`src/rtl/exe_alu_stage.sv`:
```
// Execute-stage ALU: data-processing ops, NZCV status register and, when the
// MUL_UNIT_EN macro is defined, a 32-cycle iterative shift-add multiplier.
module exe_alu_stage #(
   parameter int WORD_WIDTH = 32
) (
   input  logic                  i_clk,
   input  logic                  i_rst,
   input  logic                  i_valid_in,
   output logic                  o_ready_out,
   input  logic [3:0]            i_exe_cmd,
   input  logic                  i_s_bit,
   input  logic [WORD_WIDTH-1:0] i_val1,
   input  logic [WORD_WIDTH-1:0] i_val2,
   output logic [WORD_WIDTH-1:0] o_result,
   output logic                  o_result_valid,
   output logic [3:0]            o_status_out,
   output logic                  o_dbg_state
);

   // Handshake: an operation is taken on a rising edge where i_valid_in and
   // o_ready_out are both 1; o_ready_out depends only on the FSM state, and
   // o_result_valid pulses for one cycle whenever o_result carries a new value.

   localparam logic [3:0] CMD_MOV = 4'b0001;
   localparam logic [3:0] CMD_MVN = 4'b1001;
   localparam logic [3:0] CMD_ADD = 4'b0010;
   localparam logic [3:0] CMD_ADC = 4'b0011;
   localparam logic [3:0] CMD_SUB = 4'b0100;
   localparam logic [3:0] CMD_SBC = 4'b0101;
   localparam logic [3:0] CMD_AND = 4'b0110;
   localparam logic [3:0] CMD_ORR = 4'b0111;
   localparam logic [3:0] CMD_EOR = 4'b1000;
   localparam logic [3:0] CMD_MUL = 4'b1010;
   localparam int         MSB     = WORD_WIDTH - 1;

   logic [WORD_WIDTH-1:0] r_result;
   logic                  r_result_valid;
   logic [3:0]            r_status;

   logic                  w_accept;
   logic                  w_accept_alu;
   logic [WORD_WIDTH-1:0] w_add_b;
   logic                  w_add_cin;
   logic [WORD_WIDTH:0]   w_sum;
   logic                  w_sum_ovf;
   logic [WORD_WIDTH-1:0] w_alu_result;
   logic                  w_alu_c;
   logic                  w_alu_v;
   logic [3:0]            w_alu_flags;

   assign w_accept = i_valid_in & o_ready_out;

   // Subtraction is a + ~b + carry-in, so the adder's carry-out is NOT borrow.
   always_comb begin
      w_add_b   = i_val2;
      w_add_cin = 1'b0;
      case (i_exe_cmd)
         CMD_ADC: w_add_cin = r_status[1];
         CMD_SUB: begin
            w_add_b   = ~i_val2;
            w_add_cin = 1'b1;
         end
         CMD_SBC: begin
            w_add_b   = ~i_val2;
            w_add_cin = r_status[1];
         end
         default: ;
      endcase
   end

   assign w_sum     = {1'b0, i_val1} + {1'b0, w_add_b} + {{WORD_WIDTH{1'b0}}, w_add_cin};
   assign w_sum_ovf = (i_val1[MSB] == w_add_b[MSB]) && (w_sum[MSB] != i_val1[MSB]);

   always_comb begin
      w_alu_result = '0;
      w_alu_c      = r_status[1];
      w_alu_v      = r_status[0];
      case (i_exe_cmd)
         CMD_MOV: w_alu_result = i_val2;
         CMD_MVN: w_alu_result = ~i_val2;
         CMD_ADD, CMD_ADC, CMD_SUB, CMD_SBC: begin
            w_alu_result = w_sum[MSB:0];
            w_alu_c      = w_sum[WORD_WIDTH];
            w_alu_v      = w_sum_ovf;
         end
         CMD_AND: w_alu_result = i_val1 & i_val2;
         CMD_ORR: w_alu_result = i_val1 | i_val2;
         CMD_EOR: w_alu_result = i_val1 ^ i_val2;
         default: w_alu_result = '0;
      endcase
   end

   assign w_alu_flags = {w_alu_result[MSB], (w_alu_result == '0), w_alu_c, w_alu_v};

`ifdef MUL_UNIT_EN
   typedef enum logic {
      ST_IDLE     = 1'b0,
      ST_MUL_BUSY = 1'b1
   } state_t;

   state_t                r_state;
   state_t                w_state_next;
   logic [WORD_WIDTH-1:0] r_mcand;
   logic [WORD_WIDTH-1:0] r_mplier;
   logic [WORD_WIDTH-1:0] r_acc;
   logic [4:0]            r_cnt;
   logic                  r_mul_s;
   logic                  w_start_mul;
   logic                  w_mul_done;
   logic [WORD_WIDTH-1:0] w_acc_next;

   assign w_start_mul  = w_accept && (i_exe_cmd == CMD_MUL);
   assign w_accept_alu = w_accept && (i_exe_cmd != CMD_MUL);
   assign w_mul_done   = (r_state == ST_MUL_BUSY) && (r_cnt == 5'd31);
   assign w_acc_next   = r_acc + (r_mplier[r_cnt] ? (r_mcand << r_cnt) : '0);
   assign o_dbg_state  = r_state;

   always_ff @(posedge i_clk) begin
      if (!i_rst) r_state <= ST_IDLE;
      else        r_state <= w_state_next;
   end

   always_comb begin
      w_state_next = r_state;
      o_ready_out  = 1'b0;
      case (r_state)
         ST_IDLE: begin
            o_ready_out = 1'b1;
            if (w_start_mul) w_state_next = ST_MUL_BUSY;
         end
         ST_MUL_BUSY: begin
            if (w_mul_done) w_state_next = ST_IDLE;
         end
         default: w_state_next = ST_IDLE;
      endcase
   end
`else
   assign w_accept_alu = w_accept;
   assign o_ready_out  = 1'b1;
   assign o_dbg_state  = 1'b0;
`endif

   always_ff @(posedge i_clk) begin
      if (!i_rst) begin
         r_result       <= '0;
         r_result_valid <= 1'b0;
         r_status       <= 4'b0000;
`ifdef MUL_UNIT_EN
         r_mcand        <= '0;
         r_mplier       <= '0;
         r_acc          <= '0;
         r_cnt          <= 5'd0;
         r_mul_s        <= 1'b0;
`endif
      end else begin
         r_result_valid <= 1'b0;
         if (w_accept_alu) begin
            r_result       <= w_alu_result;
            r_result_valid <= 1'b1;
            if (i_s_bit) r_status <= w_alu_flags;
         end
`ifdef MUL_UNIT_EN
         if (w_start_mul) begin
            r_mcand  <= i_val1;
            r_mplier <= i_val2;
            r_mul_s  <= i_s_bit;
            r_acc    <= '0;
            r_cnt    <= 5'd0;
         end
         // One multiplier bit per busy edge; the last bit delivers the product.
         if (r_state == ST_MUL_BUSY) begin
            r_acc <= w_acc_next;
            r_cnt <= r_cnt + 5'd1;
            if (w_mul_done) begin
               r_result       <= w_acc_next;
               r_result_valid <= 1'b1;
               if (r_mul_s) r_status <= {w_acc_next[MSB], (w_acc_next == '0), r_status[1:0]};
            end
         end
`endif
      end
   end

   assign o_result       = r_result;
   assign o_result_valid = r_result_valid;
   assign o_status_out   = r_status;

endmodule

```
`config.mk`:
```
export PLATFORM = sky130hd
export DESIGN_NAME = exe_alu_stage
export DESIGN_NICKNAME = d
export VERILOG_FILES = /design/src/rtl/exe_alu_stage.sv
export SDC_FILE = /design/constraint.sdc
export NUM_CORES = 1
export LEC_CHECK = 0
export BUFFER_PORTS_ARGS = -buffer_cell sky130_fd_sc_hd__buf_2
export CAP_MARGIN = 40
export CORE_MARGIN = 3
export CORE_UTILIZATION = 45
export DETAILED_ROUTE_END_ITERATION = 8
export PLACE_DENSITY_LB_ADDON = 0.2
export SYNTH_ARGS = -nofsm -noshare
export SYNTH_HDL_FRONTEND = slang
export SYNTH_SLANG_ARGS = --single-unit
```
`constraint.sdc`:
```
create_clock -name i_clk -period 13.4 [get_ports i_clk]
set_clock_uncertainty 0.15 [all_clocks]
set_input_delay 2.68 -clock i_clk [delete_from_list [all_inputs] [get_ports i_clk]]
set_output_delay 2.68 -clock i_clk [all_outputs]
set_load 0.1 [all_outputs]
```
==> results.sh <==
export IMPL_status="finished, final reports clean"
export IMPL_die_w_um=125
export IMPL_worstPathCellList="buf_2, buf_4, nor3b_2, buf_4, xnor2_1, fa_1, inv_1, fa_1, nand2b_1, a211oi_1, nor4_1, nor4_1, o221ai_1, nand4_1, o41ai_1, a211oi_1, nand4_1, o31ai_2"
export IMPL_io_pin_count=111
export IMPL_area_growth_synth_to_final_pct=12.3
export IMPL_synth_edf_count=0
export IMPL_synthArstFlopShare=0
export IMPL_slowest_delay_ns=0.49
export IMPL_max_freq_ghz=0.140
export IMPL_numClockSinks=37
export IMPL_io_buffers=108
export IMPL_synth_top_cell_area_share=0.186
export IMPL_critPathTopFamily="simple AND/OR/NAND/NOR gates"
export IMPL_dp_cells=1110
export IMPL_path_clk_slew_ns=0.06
export IMPL_avgViaCountPerCell=5.83
export IMPL_path_max_fanout=51
export IMPL_cts_htree_levels=2
export IMPL_drv_slew=0
export IMPL_nNetsFinal=1110
export IMPL_synth_top_flop_cell="dfxtp_1"
export IMPL_grt_max_degree=60
export IMPL_ys_ff_latch=37
export IMPL_diodes=0
export IMPL_placed_area_sq_mm=0.00699
export IMPL_grt_pass1_wl_mm=31.3
export IMPL_cts_buffers_inserted=5
export IMPL_grt_antenna_before_repair=0
export IMPL_post_route_drc_count=0
export IMPL_powerDensity_mw_per_mm2=88.4
export IMPL_cts_hold_buf=0
export IMPL_avgSynthCellArea_sq_um=7.28
export IMPL_path_class="input port to flop"
export IMPL_ant_nets=0
export IMPL_hpwl_mm=14.9
export IMPL_grt_usage=0.236
export IMPL_synth_area_leaders="ha_1 (19%), dfxtp_1 (12%), xnor2_1 (6.2%)"
export IMPL_drt_pass1_iterations=5
export IMPL_wl_mm=18.9
export IMPL_maxCapViolCount=0
export IMPL_post_drt_wl_per_cell_um=16.9
export IMPL_drtIter0Drc=609
export IMPL_die_area_sq_mm=0.0157
export IMPL_synth_most_common_cell="inv_1"
export IMPL_endpoint_kind="flop"
export IMPL_hold_viol=0
export IMPL_cpMaxStageDelayCell="nor4_1"
export IMPL_cts_root_buffer="clkbuf_16"
export IMPL_max_slew_margin=0.510
export IMPL_cts_resized=0
export IMPL_dr_total_vias=6522
export IMPL_hold_path_class="flop to flop"
export IMPL_die_y_um=125
export IMPL_drive_above_1_share=0.157
export IMPL_syn_area_sq_mm=0.00640
export IMPL_syn_nets=1048
export IMPL_cts_tree="built"
export IMPL_rsz0062_at_grt="false"
export IMPL_ys_warn_count=0
export IMPL_post_cts_buffers=0
export IMPL_yosys_top_cells_count="inv_1 (98), ha_1 (95), nor2_1 (73), a21oi_1 (68), xnor2_1 (45)"
export IMPL_finalCriticalPeriod_ns=7.16
export IMPL_core_area_sq_mm=0.0136
export IMPL_total_power_mw=0.635
export IMPL_worst_skew_pair_late_latency_ns=0.28
export IMPL_setup_violations=0
export IMPL_fin_area_sq_mm=0.00719
export IMPL_final_setup_tns_ns=0
export IMPL_post_route_period_util=0.534
export IMPL_grt_pass1_vias=6075
export IMPL_synth_top_area_cell="ha_1"
export IMPL_peakVddDrop_v=0.0000793
export IMPL_row_count=42
export IMPL_globalRouteOverflowTotal=0
export IMPL_ys_seq_area_frac=0.116
export IMPL_leakagePower_nw=3.43
export IMPL_yosysUniqueCellTypes=80
export IMPL_initial_core_util=0.472
export IMPL_tightest_slew_ns=0.735
export IMPL_required_ns=13.46
export IMPL_cp_buffers_inverters=4
export IMPL_startpoint_type="input port"
export IMPL_netlist_instances=879
export IMPL_clk_path_buf_depth=2
export IMPL_gp_congestion=0.926
export IMPL_crit_arrival_ns=7.21
export IMPL_layoutNonFillerInstCount=1118
[registers in the layout (all words and copies together) (netlist names)]
| signal | count |
|---|---|
| o_status_out | 4 |
| o_result_valid | 1 |
| o_result | 32 |
[layout make-up]
type | instances | area, sq um
clock buffers | 5 | 125
multi-input cells | 679 | 5020
repair buffers | 119 | 643
fillers | 1412 | 6370
inverters | 99 | 372
well taps | 176 | 220
flip-flops and latches | 37 | 741
clock inverters | 3 | 68.8
[layer usage]
metal,track usage,up-vias,wire (um)
met3,0.0256,18,1120
met2,0.378,232,8210
li1,-,3256,-
met1,0.348,3016,9380
met5,0,-,0
met4,0.0364,0,210
[report_power, final]
group	internal, mW	total (mW)	switching, mW
Sequential	0.119	0.124	0.00517
Clock	0.107	0.159	0.0516
Combinational	0.114	0.352	0.238
Total	0.341	0.635	0.295
[final timing paths]
check,to,start,slack [ns],cells after the start
setup / recovery,o_status_out[2],i_exe_cmd[3],6.24,18
hold / removal,o_result[27],o_result[27],0.31,2
hold reg to reg,o_result[27],o_result[27],0.31,2
setup reg to reg,o_status_out[2],o_status_out[1],9.07,15
[worst reg2reg max path, delay by kind of cell (launching register included)]
kind                       cells  cell delay (ns)
and+or+nand+nor                5             1.17
adders and majority gates      2             0.70
AOI/OAI and AO/OA              6             1.75
DFF                            1             0.35
buffers and inverters          2             0.13
[cell families (layout without fill, tap and decap cells)]
group,Yosys count,after routing,synth area share
AOI/OAI and AO/OA,265,265,0.282
and+or+nand+nor,216,216,0.168
buffers and inverters,163,226,0.102
adders and majority gates,97,97,0.192
xor gates and xnor gates,78,78,0.107
DFF,37,37,0.116
muxes,21,21,0.0332
other,2,2,0.00117
[through the flow]
stage                      util  hold WS [ns]  setup slack (ns)
final                     0.530         0.306              6.24
after global routing      0.530         0.337              5.83
after CTS                 0.530         0.311              6.19
after detailed placement  0.516         0.302              5.92
after global placement    0.512         0.293              5.99
after floorplan               -         0.737              6.28
[cell usage in the layout, fill, tap and decap left out, types with 9 or more instances in the layout]
cell and count:
nand4_1 18, nor3_1 11, xnor2_1 45, xor2_1 33, nor2_1 72, ha_1 95, buf_4 9, nand3_1 18
buf_2 108, inv_1 98, dfxtp_1 37, nand2b_1 12, a22oi_1 18, o21ai_0 40, o22ai_1 18, a21oi_1 68
a21o_1 9, a211oi_1 40, mux2i_1 19, nand2_1 43
Power figures use the tool's default switching activity.
